### config.mk
export PLATFORM = sky130hd
export DESIGN_NAME = error_report_packer
export DESIGN_NICKNAME = d
export VERILOG_FILES = /design/src/rtl/error_report_packer.sv
export SDC_FILE = /design/constraint.sdc
export NUM_CORES = 1
export LEC_CHECK = 0
export ABC_AREA = 1
export BUFFER_PORTS_ARGS = -buffer_cell sky130_fd_sc_hd__buf_2
export CAP_MARGIN = 0
export CORE_MARGIN = 3
export CORE_UTILIZATION = 65
export CTS_CLUSTER_SIZE = 30
export DETAILED_ROUTE_END_ITERATION = 6
export PLACE_DENSITY = 0.83
export SYNTH_ARGS = -nofsm -noshare
export SYNTH_HDL_FRONTEND = slang
export SYNTH_SLANG_ARGS = --single-unit
### constraint.sdc
create_clock -name sysClk -period 5.21 [get_ports sysClk]
set_input_delay 0.2605 -clock sysClk [delete_from_list [all_inputs] [get_ports sysClk]]
set_output_delay 0.2605 -clock sysClk [all_outputs]
set_load 0.01 [all_outputs]
### src/rtl/error_report_packer.sv
// rtl/error_report_packer.sv - captures flushed error entries and frames them as header/count/data/check bytes
// Build option ERR_PKT_CRC8_EN: check byte is CRC-8 (poly 0x07) instead of the additive sum.
module error_report_packer #(
  parameter int         DEPTH        = 8,
  parameter int         IDLE_TIMEOUT = 16,
  parameter logic [7:0] HEADER_BYTE  = 8'hE5
) (
  input  logic        sysClk,
  input  logic        rst,
  input  logic        in_report_req,
  output logic        out_start_flush_error_reg,
  input  logic [22:0] in_error_reg,
  input  logic        in_valid_error_reg,
  output logic [7:0]  out_byte,
  output logic        out_byte_valid,
  input  logic        in_byte_ready,
  output logic        out_busy,
  output logic        out_report_done
);
  localparam int         AW        = $clog2(DEPTH);
  localparam logic [6:0] DEPTH_C   = 7'(DEPTH);
  localparam logic [7:0] TIMEOUT_C = 8'(IDLE_TIMEOUT);

  typedef enum logic [2:0] {S_IDLE, S_FLUSH, S_HDR, S_CNT, S_DATA, S_CSUM, S_DONE} state_t;

  state_t      state_q, state_d;
  logic [6:0]  count_q, count_d;
  logic        overflow_q, overflow_d;
  logic [7:0]  csum_q, csum_d;
  logic [7:0]  timeout_q, timeout_d;
  logic        seen_q, seen_d;
  logic [6:0]  rd_idx_q, rd_idx_d;
  logic [1:0]  byte_sel_q, byte_sel_d;
  logic        wr_en;
  logic [7:0]  tx_byte;
  logic [7:0]  csum_next;
  logic [22:0] rd_entry;
  logic [22:0] mem_q [DEPTH];

  assign rd_entry = mem_q[rd_idx_q[AW-1:0]];

`ifdef ERR_PKT_CRC8_EN
  err_pkt_crc8_byte u_crc (
    .crc_in  (csum_q),
    .data_in (tx_byte),
    .crc_out (csum_next)
  );
`else
  assign csum_next = csum_q + tx_byte;
`endif

  // Byte mux is kept apart from the FSM so the checksum path has no false loop through it.
  always_comb begin
    tx_byte = 8'h00;
    case (state_q)
      S_HDR:  tx_byte = HEADER_BYTE;
      S_CNT:  tx_byte = {overflow_q, count_q};
      S_DATA: begin
        case (byte_sel_q)
          2'd0:    tx_byte = {1'b0, rd_entry[22:16]};
          2'd1:    tx_byte = rd_entry[15:8];
          default: tx_byte = rd_entry[7:0];
        endcase
      end
      S_CSUM: tx_byte = csum_q;
      default: tx_byte = 8'h00;
    endcase
  end

  assign out_byte       = tx_byte;
  assign out_byte_valid = (state_q == S_HDR) || (state_q == S_CNT) ||
                          (state_q == S_DATA) || (state_q == S_CSUM);

  always_comb begin
    state_d                   = state_q;
    count_d                   = count_q;
    overflow_d                = overflow_q;
    csum_d                    = csum_q;
    timeout_d                 = timeout_q;
    seen_d                    = seen_q;
    rd_idx_d                  = rd_idx_q;
    byte_sel_d                = byte_sel_q;
    wr_en                     = 1'b0;
    out_start_flush_error_reg = 1'b0;
    out_report_done           = 1'b0;
    out_busy                  = (state_q != S_IDLE);
    case (state_q)
      S_IDLE: begin
        if (in_report_req) begin
          state_d    = S_FLUSH;
          count_d    = 7'd0;
          overflow_d = 1'b0;
          csum_d     = 8'h00;
          timeout_d  = 8'h00;
          seen_d     = 1'b0;
        end
      end
      S_FLUSH: begin
        out_start_flush_error_reg = 1'b1;
        if (in_valid_error_reg) begin
          seen_d    = 1'b1;
          timeout_d = 8'h00;
          if (count_q == DEPTH_C) begin
            overflow_d = 1'b1;
          end else begin
            wr_en   = 1'b1;
            count_d = count_q + 7'd1;
          end
        end else if (seen_q || (timeout_q == TIMEOUT_C - 8'd1)) begin
          state_d = S_HDR;
        end else begin
          timeout_d = timeout_q + 8'd1;
        end
      end
      S_HDR: begin
        if (in_byte_ready) state_d = S_CNT;
      end
      S_CNT: begin
        if (in_byte_ready) begin
          csum_d     = csum_next;
          rd_idx_d   = 7'd0;
          byte_sel_d = 2'd0;
          state_d    = (count_q == 7'd0) ? S_CSUM : S_DATA;
        end
      end
      S_DATA: begin
        if (in_byte_ready) begin
          csum_d = csum_next;
          if (byte_sel_q == 2'd2) begin
            byte_sel_d = 2'd0;
            if (rd_idx_q == count_q - 7'd1) state_d = S_CSUM;
            else rd_idx_d = rd_idx_q + 7'd1;
          end else begin
            byte_sel_d = byte_sel_q + 2'd1;
          end
        end
      end
      S_CSUM: begin
        if (in_byte_ready) state_d = S_DONE;
      end
      S_DONE: begin
        out_report_done = 1'b1;
        state_d         = S_IDLE;
      end
      default: state_d = S_IDLE;
    endcase
  end

  always_ff @(posedge sysClk or posedge rst) begin
    if (rst) begin
      state_q    <= S_IDLE;
      count_q    <= 7'd0;
      overflow_q <= 1'b0;
      csum_q     <= 8'h00;
      timeout_q  <= 8'h00;
      seen_q     <= 1'b0;
      rd_idx_q   <= 7'd0;
      byte_sel_q <= 2'd0;
    end else begin
      state_q    <= state_d;
      count_q    <= count_d;
      overflow_q <= overflow_d;
      csum_q     <= csum_d;
      timeout_q  <= timeout_d;
      seen_q     <= seen_d;
      rd_idx_q   <= rd_idx_d;
      byte_sel_q <= byte_sel_d;
    end
  end

  // Entry storage needs no reset: only slots below count_q are ever read.
  always_ff @(posedge sysClk) begin
    if (wr_en) mem_q[count_q[AW-1:0]] <= in_error_reg;
  end
endmodule

`ifdef ERR_PKT_CRC8_EN
module err_pkt_crc8_byte (
  input  logic [7:0] crc_in,
  input  logic [7:0] data_in,
  output logic [7:0] crc_out
);
  always_comb begin
    crc_out = crc_in ^ data_in;
    for (int i = 0; i < 8; i++) begin
      crc_out = crc_out[7] ? ((crc_out << 1) ^ 8'h07) : (crc_out << 1);
    end
  end
endmodule
`endif
After elaboration in Yosys (flattened, before gate mapping)
Memories as Yosys holds them, arrays and structs flattened.
Index checks and enable logic that the tools add are counted.

storage, ports and cells
  register bits = 37
  bits in latches = 0
  RAM bits = 184
  memory bits (read-only) = 0
  input bits = 28
  output and inout port bits = 12
  memories kept = 1

memory list
  name   depth  width  rd ports  clocked after memory_dff  write ports  line  source
  mem_q  8      23     1         0                         1            38    logic [22:0] mem_q [DEPTH];

operators by class
  add/sub/neg operators = 6
  multipliers = 0
  divide/modulo/power cells = 0
  $lt $le $gt $ge = 0
  eq/ne operators = 26
  shift operators = 0
  muxes and demuxes = 45
  bitwise logic cells = 0
  reduce and logical (&&, ||, !) cells = 20

operators with widths
  operator             count
  $mux 7               7
  $pmux 8 s2           3
  $mux 8               4
  $pmux 8 s4           1
  $pmux 7 s2           2
  $mux 3               9
  $ne 2x2->1 const B   11
  $pmux 3 s6           1
  $add 7x1->7 const B  2
  $mux 1               12
  $reduce_and 3->1     4
  $eq 3x3->1 const B   3
  $reduce_and 9->1     1
  $add 8x1->8 const B  1
  $add 8x8->8          1
  $eq 8x4->1 const B   1
  $reduce_and 4->1     2
  $eq 7x4->1 const B   1
  $eq 7x7->1           1
  $logic_not 7->1      1
  $sub 7x1->7 const B  1
  $eq 3x2->1 const B   2
  $mux 2               3
  $ne 2x1->1 const B   3
  14 further kinds     20

Depth between registers and ports, before layout
  depth after elaboration = 6
  mapped depth = 21

Worst setup path after synthesis
Ideal clock, no wire load.

  path type = reg-to-reg
  start = reg state_q[1]
  end = mem mem_q[2][0] (enable)
  arrival = 2,795 ps
  required time = 4,778 ps
  slack = 1,983 ps
  cell stages (with the launch flop) = 8
  path through = dfrtp_1 > inv_2 > nand2_2 > nor2_8 > nand2_4 > nor2_1 > nand2_1 > nor3_1

between the ends
  longest elaborated chain between the ends = 4

RTL lines
  what                          line  source
  start: declaration            26    state_t state_q, state_d;
  start signal: assignment      160   state_q <= state_d;
  $eq 3x1->1                    87    case (state_q)
  $mux 1                        87
  $mux 1                        173   if (wr_en) mem_q[count_q[AW-1:0]] <= in_error_reg;
  $mux 1 (not written as such)  173
  end: declaration              38

Every way passes these cells.

Worst setup path after layout
  start = reg rd_idx_q[0]
  end = reg csum_q[6]

between the ends
  longest elaborated chain between the ends = 6

RTL lines
  what                      line      source
  start: declaration        32        logic [6:0] rd_idx_q, rd_idx_d;
  start signal: assignment  166       rd_idx_q <= rd_idx_d;
  $mem_v2 8x23              n/a
  $pmux 8 s2                59        case (byte_sel_q)
  $pmux 8 s4                55        case (state_q)
  $add 8x8->8               49        assign csum_next = csum_q + tx_byte;
  $mux 8                    119, 127
  $pmux 8 s2                87
  end signal: assignment    163       csum_q <= csum_d;
  end: declaration          29        logic [7:0] csum_q, csum_d;

Every way passes these cells. The select of a mux whose other input is x is not followed.
A chain may end at the register's enable or synchronous reset.

==> results list <==
* Status: finished, final reports clean
* Std-Cell Core Area: 15300 sq um
- For this run, the total global-route usage over all layers was measured as 28.1%.
- The most critical setup path has its startpoint at rd_idx_q[0]$_DFFE_PP0P_.
- Die extent in y: 131 um
* Count of flip-flops with a built-in enable after synthesis: 184
- Crit-path slowest cell: dfrtp_2
- Site row count: 45
- The area growth from synthesis to layout is 12.1%.
- Synthesis instantiated 49 different standard cells from the library.
* Final worst clock skew: 0.0139 ns
- In this run, the number of DRC markers left after iteration 0 of detailed routing was 727.
* Critical path required time: 5.62 ns
* Sequential fraction of design power: 43.6%
* Top-count cell post-synth: nand2_1
* Family with the most delay on the worst path: simple AND/OR/NAND/NOR gates
- Crit path time final: 4.06 ns
- The min-delay analysis places its worst path in the category input port to flip-flop.
- Top flip-flop cell by instance count after synthesis: edfxtp_1
* Gate power share: 24.5%
- Static timing analysis puts the maximum clock frequency at 246 MHz.
* Instance count after placement with tap cells included: 1172
- Clock power frac: 31.8%
- Largest vdd supply drop: 0.377 mV
- Total number of vias: 7323
- Top fanout value on the critical path: 66
- Drt wl/cell: 19.3 um
- Syn_nets: 990
* Hold path startpoint: in_error_reg[22]
* Most frequent cell on the critical path: nor2_1
- Together, buffers and inverters on the worst path number 2.
* Maximum level of the CTS H-tree: 1
* Slew Viols, Final: 0
- Measured against its own limit, the worst slew margin works out to 35.3%.
* RSZ-0062 raised after global routing: false
- For this run, design rule violations remaining after detail routing come to 0.
* First-pass iteration count of the detailed router: 5
- Via count of the first global-routing pass: 6992
* Proportion of synthesized chip area in sequential cells: 63.6%
* Antenna violations before repair: 0
* Root Buffer: clkbuf_16
- Standby leakage power: 4.51 nW
- Final std cell area, no fill: 11400 sq um
- The design draws 0.00496 W.
- Global routing finished with a remaining overflow of 0.
* Switching power summed over all nets: 0.00162 W
* Total negative slack for setup checks: 0 ns
- Entering global routing, the biggest net connects 83 pins.
- For the pin with the worst max-slew slack, the measured transition is 0.969 ns.
- Most numerous cell types in the synthesized netlist: 204 x nand2_1, 184 x edfxtp_1, 102 x nand3_1
- Clock slew at reported path FFs: 0.07 ns
* Most area-hungry cell type in the Yosys netlist: edfxtp_1
- Number of cells in the finished layout apart from fillers: 1224
- Buffers inserted during clock tree synthesis total 23.
- Initial Utilization: 66.5%
- Number of register bits inferred by synthesis: 221
- Endpoint type of the worst setup path: flip-flop
* Final-layout fill cell count: 974
* Placed cell areas: 10500 sq um
- The post-route netlist has 14.4% of its cells at a drive strength greater than 1.
- The cell count after synthesis came out at 947.
* Endpoint arrival time on the critical path: 4.47 ns
- Yosys synthesis warning count: 0
- Share of Yosys cell area claimed by the top area cell type: 54.5%
* Avg Synthesized Cell Area: 10.7 sq um
- Number of vias per cell: 5.98
* Critical path type: flip-flop to flip-flop
- Most area-consuming cells after synthesis: edfxtp_1 54%, dfrtp_1 9.1%, nand2_1 7.6%
* Share of the clock period used by the worst path: 77.9%
* WL final: 23600 um
- Summing every instance area after synthesis gives 10100 sq um.
* PD cells: 436 nW/um^2
- # setup viols final: 0
* Half-perimeter wire length after detailed placement: 13700 um
- Input and output buffers added on the ports amount to 39.
* Count of final hold-check violations: 0
- Max-cap violations: 0
- TritonCTS built the clock tree.
* First-pass GRT wire length: 36600 um
- At the end of the flow, the number of nets in the layout was 1042.
- The clock passes through at most 3 buffers.
* Fraction of power spent switching nets: 32.7%
- On the worst path, the slowest cell contributes a delay of 0.86 ns.
* Setup crit start kind: flip-flop
- The die covers 17100 sq um.
* Insertion delay to the later sink of the worst-skew pair: 0.53 ns
- The worst register-to-register path begins at rd_idx_q[0]$_DFFE_PP0P_.
* Antenna cell count: 0
- RD Place Congestion: 0.947
- Top Ports: 40
- Clk sinks: 221
- For this run, asynchronously set or reset flops after synthesis account for 16.7%.
* Die span in x: 131 um
- The signal on the critical path passes through buf_4 > nor2_1 > nor2_1 > o21ai_0 > a21oi_1 > o31ai_1 > nor2_1 > nor2_1 > nor2_1 > ha_1 > inv_1 > o21ai_0 > a31oi_1 > nor2_1 > o21ai_0 > nand2_1 > or2_2 > nand3_1 > nand2_1.
- The internal power of the cells totals 0.00334 W.
* Count of antenna-violating nets left after detailed routing: 0
## cells by family after synthesis
kind of cell,synth area share [%]
adder cells (fa/ha/maj),1.92
AO/OA/AOI/OAI,8.83
flip-flops,63.6
buffers and inverters,5.50
AND/OR/NAND/NOR,18.5
XOR/XNOR,1.64
## state kept, by name (all words and copies together), names as in the netlist
register,cells
mem_q,184
csum_q,8
timeout_q,8
count_q,7
rd_idx_q,7
state_q,3
byte_sel_q,2
overflow_q,1
seen_q,1
## worst paths after layout
kind / endpoint / slack [ns] / depth (start not counted)
setup / recovery: csum_q[6]$_DFFE_PP0P_ / 1.15 / 19
hold / removal: mem_q[2][22]$_DFFE_PP_ / 0.02 / 1
setup reg to reg: csum_q[6]$_DFFE_PP0P_ / 1.15 / 19
hold reg to reg: csum_q[6]$_DFFE_PP0P_ / 0.53 / 2
max in group asynchronous: rd_idx_q[0]$_DFFE_PP0P_ / 4.04 / 4
min in group asynchronous: csum_q[2]$_DFFE_PP0P_ / 0.41 / 3
## power by group through the flow
stage / Sequential (W) / Combinational [W] / Clock, W
global placement: 0.00219 / 0.00116 / 0
CTS: 0.00216 / 0.00120 / 0.00159
finish: 0.00216 / 0.00122 / 0.00158
floorplan: 0.00213 / 0.000904 / 0
global route: 0.00217 / 0.00133 / 0.00166
detailed placement: 0.00219 / 0.00118 / 0
## per-layer routing
metal,GRT usage (%),up-vias,share of wire [%]
met5,0,-,0
met4,11.6,0,3.7
met3,4.96,64,9.3
met2,46.1,376,48
met1,37.5,3483,39
li1,-,3400,-
## area by class of cell
| class | count | area, sq um | area share [%] |
|---|---|---|---|
| inverters | 87 | 332 | 2.92 |
| clock buffers | 27 | 591 | 5.19 |
| multi-input cells | 598 | 3160 | 27.8 |
| repair buffers | 68 | 445 | 3.92 |
| clock inverters | 12 | 125 | 1.10 |
| well taps | 211 | 264 | 2.32 |
| flip-flops and latches | 221 | 6450 | 56.8 |
## repair_timing
item | CTS | global route
setup buffers | 0 | 0
hold buffers | 13 | 0
endpoints found under the hold margin | 114 | 0
resized for setup | 0 | 0
## cell usage in the layout (no fill, tap or decap), types with 6 or more instances in the layout
master and n:
a21oi_1 45, a22oi_1 6, a31oi_1 6, buf_2 39
buf_4 16, clkbuf_16 23, dfrtp_1 36, dlygate4sd3_1 13
edfxtp_1 184, ha_1 14, inv_1 73, inv_2 12
nand2_1 204, nand2_2 8, nand3_1 102, nand4_1 6
nor2_1 55, nor2_2 10, nor3_1 8, o21ai_0 44
o21ai_1 8, o221ai_1 6, o22ai_1 7, or2_2 6
xor2_1 15
## metrics by stage
stage,hold WS (ns),util [%],setup WS (ns)
3_5_place_dp,0.416,69.0,1.36
4_1_cts,0.00177,74.5,1.27
2_1_floorplan,0.359,-,1.98
5_1_grt,0.0194,74.5,0.835
3_3_place_gp,0.406,69.0,1.50
6_report,0.0192,74.5,1.15
(Power assumes the default switching activity.)
